--- src/rtl/div_pkg.sv ---
// Shared types and helpers for the serial restoring divider.
// Holds the op/state encodings and the absolute-value helper.
package div_pkg;

  typedef enum logic [1:0] {
    OP_DIV  = 2'b00,
    OP_DIVU = 2'b01,
    OP_REM  = 2'b10,
    OP_REMU = 2'b11
  } div_op_e;

  typedef enum logic [1:0] {
    ST_IDLE = 2'b00,
    ST_BUSY = 2'b01,
    ST_DONE = 2'b10
  } div_state_e;

  localparam int ABS_W = 64;

  // Callers zero-extend a narrower operand; the low bits of the negation are exact.
  function automatic logic [ABS_W-1:0] abs_val(
    input logic [ABS_W-1:0] v,
    input logic             neg
  );
    return neg ? -v : v;
  endfunction

endpackage

--- src/rtl/div_step.sv ---
// One combinational restoring shift-subtract iteration.
// Shifts {rem, quo} left, keeps the trial difference when it does not borrow.
module div_step #(
  parameter int DATA_WIDTH = 32
) (
  input  logic [DATA_WIDTH:0]   rem_i,
  input  logic [DATA_WIDTH-1:0] quo_i,
  input  logic [DATA_WIDTH-1:0] divisor_i,
  output logic [DATA_WIDTH:0]   rem_o,
  output logic [DATA_WIDTH-1:0] quo_o
);

  localparam int W = DATA_WIDTH;

  logic [W+1:0] shifted;
  logic [W+1:0] trial;
  logic         borrow;

  always_comb begin
    shifted = {rem_i, quo_i[W-1]};
    trial   = shifted - {2'b00, divisor_i};
    borrow  = trial[W+1];
    rem_o   = borrow ? shifted[W:0] : trial[W:0];
    quo_o   = {quo_i[W-2:0], ~borrow};
  end

endmodule

--- src/rtl/serial_divider.sv ---
// Multi-cycle RV32M DIV/DIVU/REM/REMU unit, one quotient bit per cycle.
// Define SERIAL_DIVIDER_FLUSH_EN to add the i_flush cancel port.
module serial_divider
  import div_pkg::*;
#(
  parameter int DATA_WIDTH = 32
) (
  input  logic                  i_clk,
  input  logic                  i_rst_n,
`ifdef SERIAL_DIVIDER_FLUSH_EN
  input  logic                  i_flush,
`endif
  input  logic                  i_valid,
  output logic                  o_ready,
  input  logic [1:0]            i_op,
  input  logic [DATA_WIDTH-1:0] i_dividend,
  input  logic [DATA_WIDTH-1:0] i_divisor,
  output logic                  o_valid,
  input  logic                  i_ready,
  output logic [DATA_WIDTH-1:0] o_result,
  output logic                  o_div_by_zero
);

  localparam int W  = DATA_WIDTH;
  localparam int CW = $clog2(W) + 1;
  localparam logic [CW-1:0] LAST = CW'(W - 1);
  localparam logic [W-1:0]  MIN  = {1'b1, {(W-1){1'b0}}};

  logic flush;
`ifdef SERIAL_DIVIDER_FLUSH_EN
  assign flush = i_flush;
`else
  assign flush = 1'b0;
`endif

  div_state_e    state_q, state_d;
  div_op_e       op_q, op_d;
  logic [W:0]    rem_q, rem_d;
  logic [W-1:0]  quo_q, quo_d;
  logic [W-1:0]  dvs_q, dvs_d;
  logic          qneg_q, qneg_d;
  logic          rneg_q, rneg_d;
  logic [CW-1:0] cnt_q, cnt_d;
  logic [W-1:0]  res_q, res_d;
  logic          dbz_q, dbz_d;

  logic [W:0]    step_rem;
  logic [W-1:0]  step_quo;

  div_step #(
    .DATA_WIDTH(W)
  ) u_step (
    .rem_i    (rem_q),
    .quo_i    (quo_q),
    .divisor_i(dvs_q),
    .rem_o    (step_rem),
    .quo_o    (step_quo)
  );

  logic         in_sgn;
  logic         in_rem;
  logic [W-1:0] dvd_abs;
  logic [W-1:0] dvs_abs;
  logic         q_rem;
  logic         q_neg;
  logic [W-1:0] q_sel;

  always_comb begin
    in_sgn  = ~i_op[0];
    in_rem  = i_op[1];
    dvd_abs = W'(abs_val(ABS_W'(i_dividend),
                         in_sgn & i_dividend[W-1]));
    dvs_abs = W'(abs_val(ABS_W'(i_divisor),
                         in_sgn & i_divisor[W-1]));
    q_rem   = op_q[1];
    q_neg   = ~op_q[0] & (q_rem ? rneg_q : qneg_q);
    q_sel   = q_rem ? step_rem[W-1:0] : step_quo;
  end

  always_comb begin
    state_d = state_q;
    op_d    = op_q;
    rem_d   = rem_q;
    quo_d   = quo_q;
    dvs_d   = dvs_q;
    qneg_d  = qneg_q;
    rneg_d  = rneg_q;
    cnt_d   = cnt_q;
    res_d   = res_q;
    dbz_d   = dbz_q;
    unique case (state_q)
      ST_IDLE: begin
        if (i_valid) begin
          op_d   = div_op_e'(i_op);
          rem_d  = '0;
          quo_d  = dvd_abs;
          dvs_d  = dvs_abs;
          qneg_d = i_dividend[W-1] ^ i_divisor[W-1];
          rneg_d = i_dividend[W-1];
          cnt_d  = '0;
          dbz_d  = 1'b0;
          if (i_divisor == '0) begin
            res_d   = in_rem ? i_dividend : '1;
            dbz_d   = 1'b1;
            state_d = ST_DONE;
          end else if (in_sgn && i_dividend == MIN
                       && (&i_divisor)) begin
            res_d   = in_rem ? '0 : MIN;
            state_d = ST_DONE;
          end else begin
            state_d = ST_BUSY;
          end
        end
      end
      ST_BUSY: begin
        rem_d = step_rem;
        quo_d = step_quo;
        cnt_d = cnt_q + CW'(1);
        if (cnt_q == LAST) begin
          res_d   = q_neg ? -q_sel : q_sel;
          state_d = ST_DONE;
        end
      end
      ST_DONE: begin
        if (i_ready) state_d = ST_IDLE;
      end
      default: state_d = ST_IDLE;
    endcase
    if (flush) state_d = ST_IDLE;
  end

  always_ff @(posedge i_clk) begin
    if (!i_rst_n) begin
      state_q <= ST_IDLE;
      op_q    <= OP_DIV;
      rem_q   <= '0;
      quo_q   <= '0;
      dvs_q   <= '0;
      qneg_q  <= 1'b0;
      rneg_q  <= 1'b0;
      cnt_q   <= '0;
      res_q   <= '0;
      dbz_q   <= 1'b0;
    end else begin
      state_q <= state_d;
      op_q    <= op_d;
      rem_q   <= rem_d;
      quo_q   <= quo_d;
      dvs_q   <= dvs_d;
      qneg_q  <= qneg_d;
      rneg_q  <= rneg_d;
      cnt_q   <= cnt_d;
      res_q   <= res_d;
      dbz_q   <= dbz_d;
    end
  end

  assign o_ready       = (state_q == ST_IDLE);
  assign o_valid       = (state_q == ST_DONE);
  assign o_result      = res_q;
  assign o_div_by_zero = dbz_q;

endmodule
--- config.mk ---
export PLATFORM = sky130hd
export DESIGN_NAME = serial_divider
export DESIGN_NICKNAME = d
export VERILOG_FILES = /design/src/rtl/div_pkg.sv /design/src/rtl/div_step.sv /design/src/rtl/serial_divider.sv
export SDC_FILE = /design/constraint.sdc
export NUM_CORES = 1
export LEC_CHECK = 0
export BUFFER_PORTS_ARGS = -buffer_cell sky130_fd_sc_hd__buf_2
export CAP_MARGIN = 15
export CORE_MARGIN = 4
export CORE_UTILIZATION = 40
export DETAILED_ROUTE_END_ITERATION = 8
export MAX_ROUTING_LAYER = met4
export PLACE_DENSITY_LB_ADDON = 0.25
export SYNTH_ARGS = -nofsm -noshare
export SYNTH_HDL_FRONTEND = slang
export SYNTH_SLANG_ARGS = --single-unit
export TNS_END_PERCENT = 30
--- constraint.sdc ---
create_clock -name i_clk -period 8.3 [get_ports i_clk]
set_input_delay 2.075 -clock i_clk [delete_from_list [all_inputs] [get_ports i_clk]]
set_output_delay 2.075 -clock i_clk [all_outputs]
set_load 0.01 [all_outputs]
==> key figures <==
Synth
  • Distinct cells, synth: 93
  • Count of mapped cells out of synthesis: 1,569
  • Net count of the mapped netlist: 1,677
  • Avg Cell Area, Syn: slightly above 7 sq um
  • Synth Cell Area: approximately 11,000 sq um
  • Seq cells post-synth: 142
  • EDFF count, synth: 0
  • Warnings, synthesis: 0
  • Fraction of registers with async set/reset: 0%
  • Flip-flop cell with the highest count after synthesis: sky130_fd_sc_hd__dfxtp_1
  • Sequential fraction of the synthesis area: 25.05%

CTS
  • TritonCTS buffer count: 17
  • Root Buffer: sky130_fd_sc_hd__clkbuf_16
  • Clock Pin Slew Worst Setup and Hold Paths: 70 ps
  • H-tree levels: 4
  • Gates resized, CTS repair: 0
  • Number of hold buffers added after CTS: 0
  • Clock latency on the worst-skew pair: ~450 ps
  • Sinks on the clock net: 142
  • Number of setup buffers added after CTS: 0
  • Clock tree from TritonCTS: done
  • Max Buffers Root-to-Sink: 2

Worst setup path
  • Data arrival time of the critical path: 5980 ps
  • Worst EP required: a little under 9000 ps
  • Maximum single-stage delay on the critical path: ~500 ps
  • Number of cells on the worst reg-to-reg path: 20
  • Critical-path maximum fanout: 35
  • Critical path cell sequence: inv_1 > ha_1 > nand2_1 > o21ai_1 > o21ai_0 > o21ai_1 > o21ai_2 > nand2_2 > buf_4 > o21ai_0 > a21oi_1 > ha_1 > nand4_1 > o311ai_0 > a21oi_1 > nor3_2 > nand2_1 > or3_1 > o31a_1 > a21oi_1
  • Most Frequent Cell on Critical Path: sky130_fd_sc_hd__a21oi_1
  • Kind of start point of the critical path: flop
  • Worst path top cell family by delay: compound AO/OA/AOI/OAI gates
  • FF-to-FF setup slack: 2690 ps
  • Kind of end point of the critical path: flop
  • Count of buffer and inverter cells on the critical path: 2
  • Cell at the slowest stage of the critical path: sky130_fd_sc_hd__o21ai_1
  • Start-to-end type of the worst setup path: flop to flop
  • Number of logic stages on the critical path including buffering: 20

STA
  • Share of the clock period used by the worst path: between 60% and 70%
  • Highest clock rate: around 180 MHz
  • Accumulated negative setup slack: 0 ps
  • Final Hold Fails: 0
  • Worst clock skew on the final layout: 21.13 ps
  • Final Max Tran Viols: 0
  • Transition time at the pin with the least slew margin: slightly above 1000 ps
  • RSZ-0062 raised after global routing: false
  • Time the worst path needs with I/O delays and setup: ~5600 ps
  • Tightest slew margin relative to the limit: 31.40%
  • Count of endpoints failing setup in the final report: 0

Final layout
  • Share of cells above drive strength 1: between 10% and 20%
  • Leading cell types in the layout, fill and taps excluded: sky130_fd_sc_hd__nor2_1, sky130_fd_sc_hd__a21oi_1, sky130_fd_sc_hd__dfxtp_1
  • Finished Core Util: 45.29%
  • Most common cell after layout, fill and taps aside: sky130_fd_sc_hd__nor2_1
  • Layout fillers: 2,877
  • Area delta synth->final: 11.18%
  • Ant. Diodes: 0
  • Final standard cell count with taps included and fillers excluded: roughly 2,000
  • Total number of nets in the final design: approximately 1,700

GRT
  • Total track usage: 24.59%
  • Largest net degree at the start of global routing: 97
  • Number of global-route vias before repair: 11,080
  • Gr ovfl total: 0
  • Global-route wire length before repair: 60,020 um
  • Initial antenna violation count: 0

Pwr
  • Power density over the cells: 423.2 nW/um^2
  • Relative contribution of sequential cells to total power: 17.5%
  • Total power of the final layout: 5.340 mW
  • Proportion of total power due to net switching: 52.35%
  • Switching power total: 2.795 mW
  • Maximum resistive drop on vdd: 0.0002825 V
  • Internal power: between 2 and 3 mW
  • Leak pwr: 4.610 nW
  • Proportion of power drawn by combinational gates: between 60% and 70%
  • Share of total power in the clock network: between 15 and 20%

Placed design
  • Routability Congestion: just over 0.9
  • Dpl hpwl: 28,350 um
  • Port bufs: 104
  • Placed cell count: 1,952

Worst hold path
  • Hold WC Path Type: flop to flop
  • Cells on Worst Hold Path: 2

Detailed routing
  • Routed wire length per instance: 19.50 um
  • Routed via count: ~12,000
  • DRC violation total after the first TritonRoute iteration: between 1,000 and 1,500
  • Final wirelength: 38,680 um
  • Number of optimization iterations in the first detailed-route pass: 6
  • Detailed-route DRC error count: 0
  • Post-detailed-route via-to-cell ratio: ~6.1
  • Post-detailed-route count of antenna-violating nets: 0

Floorplan
  • Initial core utilization: around two fifths
  • Die height: between 150 and 200 um
  • Overall die area: between 30,000 and 40,000 sq um
  • Die outline width: 176.4 um
  • Count of standard-cell rows: 61
  • Core Region: 27,860 sq um
  • Number of placed I/O pins: around 110

Run status
  • Run status: finished, final reports clean

Job
  • Max-capacitance violation count: 0
==> synth_stat cells (9+ instances only) <==
cell type / n / area (sq um)
sky130_fd_sc_hd__a211oi_1: 37 / 277.8
sky130_fd_sc_hd__a21oi_1: 171 / 855.8
sky130_fd_sc_hd__a22oi_1: 31 / 232.7
sky130_fd_sc_hd__a311oi_1: 9 / 78.83
sky130_fd_sc_hd__a31oi_1: 42 / 262.8
sky130_fd_sc_hd__and3_1: 14 / 87.58
sky130_fd_sc_hd__buf_1: 13 / 48.80
sky130_fd_sc_hd__buf_2: 19 / 95.09
sky130_fd_sc_hd__clkbuf_1: 75 / 281.5
sky130_fd_sc_hd__dfxtp_1: 142 / 2843
sky130_fd_sc_hd__ha_1: 37 / 462.9
sky130_fd_sc_hd__inv_1: 52 / 195.2
sky130_fd_sc_hd__mux2i_1: 16 / 160.2
sky130_fd_sc_hd__nand2_1: 141 / 529.3
sky130_fd_sc_hd__nand2b_1: 11 / 68.82
sky130_fd_sc_hd__nand3_1: 37 / 185.2
sky130_fd_sc_hd__nand4_1: 27 / 168.9
sky130_fd_sc_hd__nor2_1: 186 / 698.2
sky130_fd_sc_hd__nor2b_1: 13 / 81.33
sky130_fd_sc_hd__nor3_1: 34 / 170.2
sky130_fd_sc_hd__nor4_1: 15 / 93.84
sky130_fd_sc_hd__o211ai_1: 22 / 165.2
sky130_fd_sc_hd__o21a_1: 19 / 142.6
sky130_fd_sc_hd__o21ai_0: 102 / 510.5
sky130_fd_sc_hd__o31ai_1: 23 / 172.7
sky130_fd_sc_hd__or3_1: 17 / 106.4
sky130_fd_sc_hd__xnor2_1: 56 / 490.5
sky130_fd_sc_hd__xor2_1: 49 / 429.2
==> per-layer routing <==
metal  share of wire, %  global-route usage (%)  up-vias
met3                6.3                   3.383       64
met1                 46                   33.86     5772
met4                2.1                   6.738        0
met5                  0                       -        -
li1                   -                       -     5800
met2                 45                   38.05      470
==> registers in the layout, indices dropped and copies added (netlist names) <==
register and count:
op_q 2, quo_q 32, state_q 2, cnt_q 6, rneg_q 1, dvs_q 32
qneg_q 1, o_div_by_zero 1, rem_q 33, o_result 32
==> power groups by stage <==
stage	combinational [mW]	sequential, mW	clock, mW
final	3.57	0.935	0.838
after CTS	3.50	0.930	0.843
after global routing	3.88	0.945	0.868
after floorplan	2.72	0.891	0
after detailed placement	3.48	0.944	0
after global placement	3.45	0.944	0
==> area by class of cell <==
type | instances | area, sq um | area share [%]
inverters | 53 | 200.2 | 1.587
clock buffers | 19 | 432.9 | 3.431
flip-flops and latches | 142 | 2844 | 22.54
clock inverters | 13 | 188.9 | 1.497
repair buffers | 122 | 655.6 | 5.196
well taps | 378 | 473.0 | 3.749
multi-input cells | 1257 | 7823 | 62.00
==> metrics by stage <==
stage	setup slack, ps	area, sq um	hold WS, ps
after global placement	2562	12000	438.5
after global routing	2112	12620	475.3
after floorplan	3556	11350	431.9
after detailed placement	2472	12000	449.3
final	2686	12620	460.3
after CTS	2854	12620	460.1
==> worst min-delay path: stages, from the launching register on <==
cell and delay, ps:
sky130_fd_sc_hd__dfxtp_1 310, sky130_fd_sc_hd__nand2_1 50, sky130_fd_sc_hd__a21oi_1 50
==> logic make-up after synthesis <==
family | synth area share (%)
AND/OR/NAND/NOR | 22.60
buffers and inverters | 6.329
flip-flops | 25.05
XOR/XNOR | 8.104
AO/OA/AOI/OAI | 32.15
multiplexers | 1.510
adder cells (fa/ha/maj) | 4.256
==> final timing paths <==
path,start,endpoint
setup / recovery,dvs_q[27],o_result[30]
hold / removal,o_div_by_zero,o_div_by_zero
setup reg to reg,dvs_q[27],o_result[30]
hold reg to reg,o_div_by_zero,o_div_by_zero
Power figures use the tool's default switching activity.
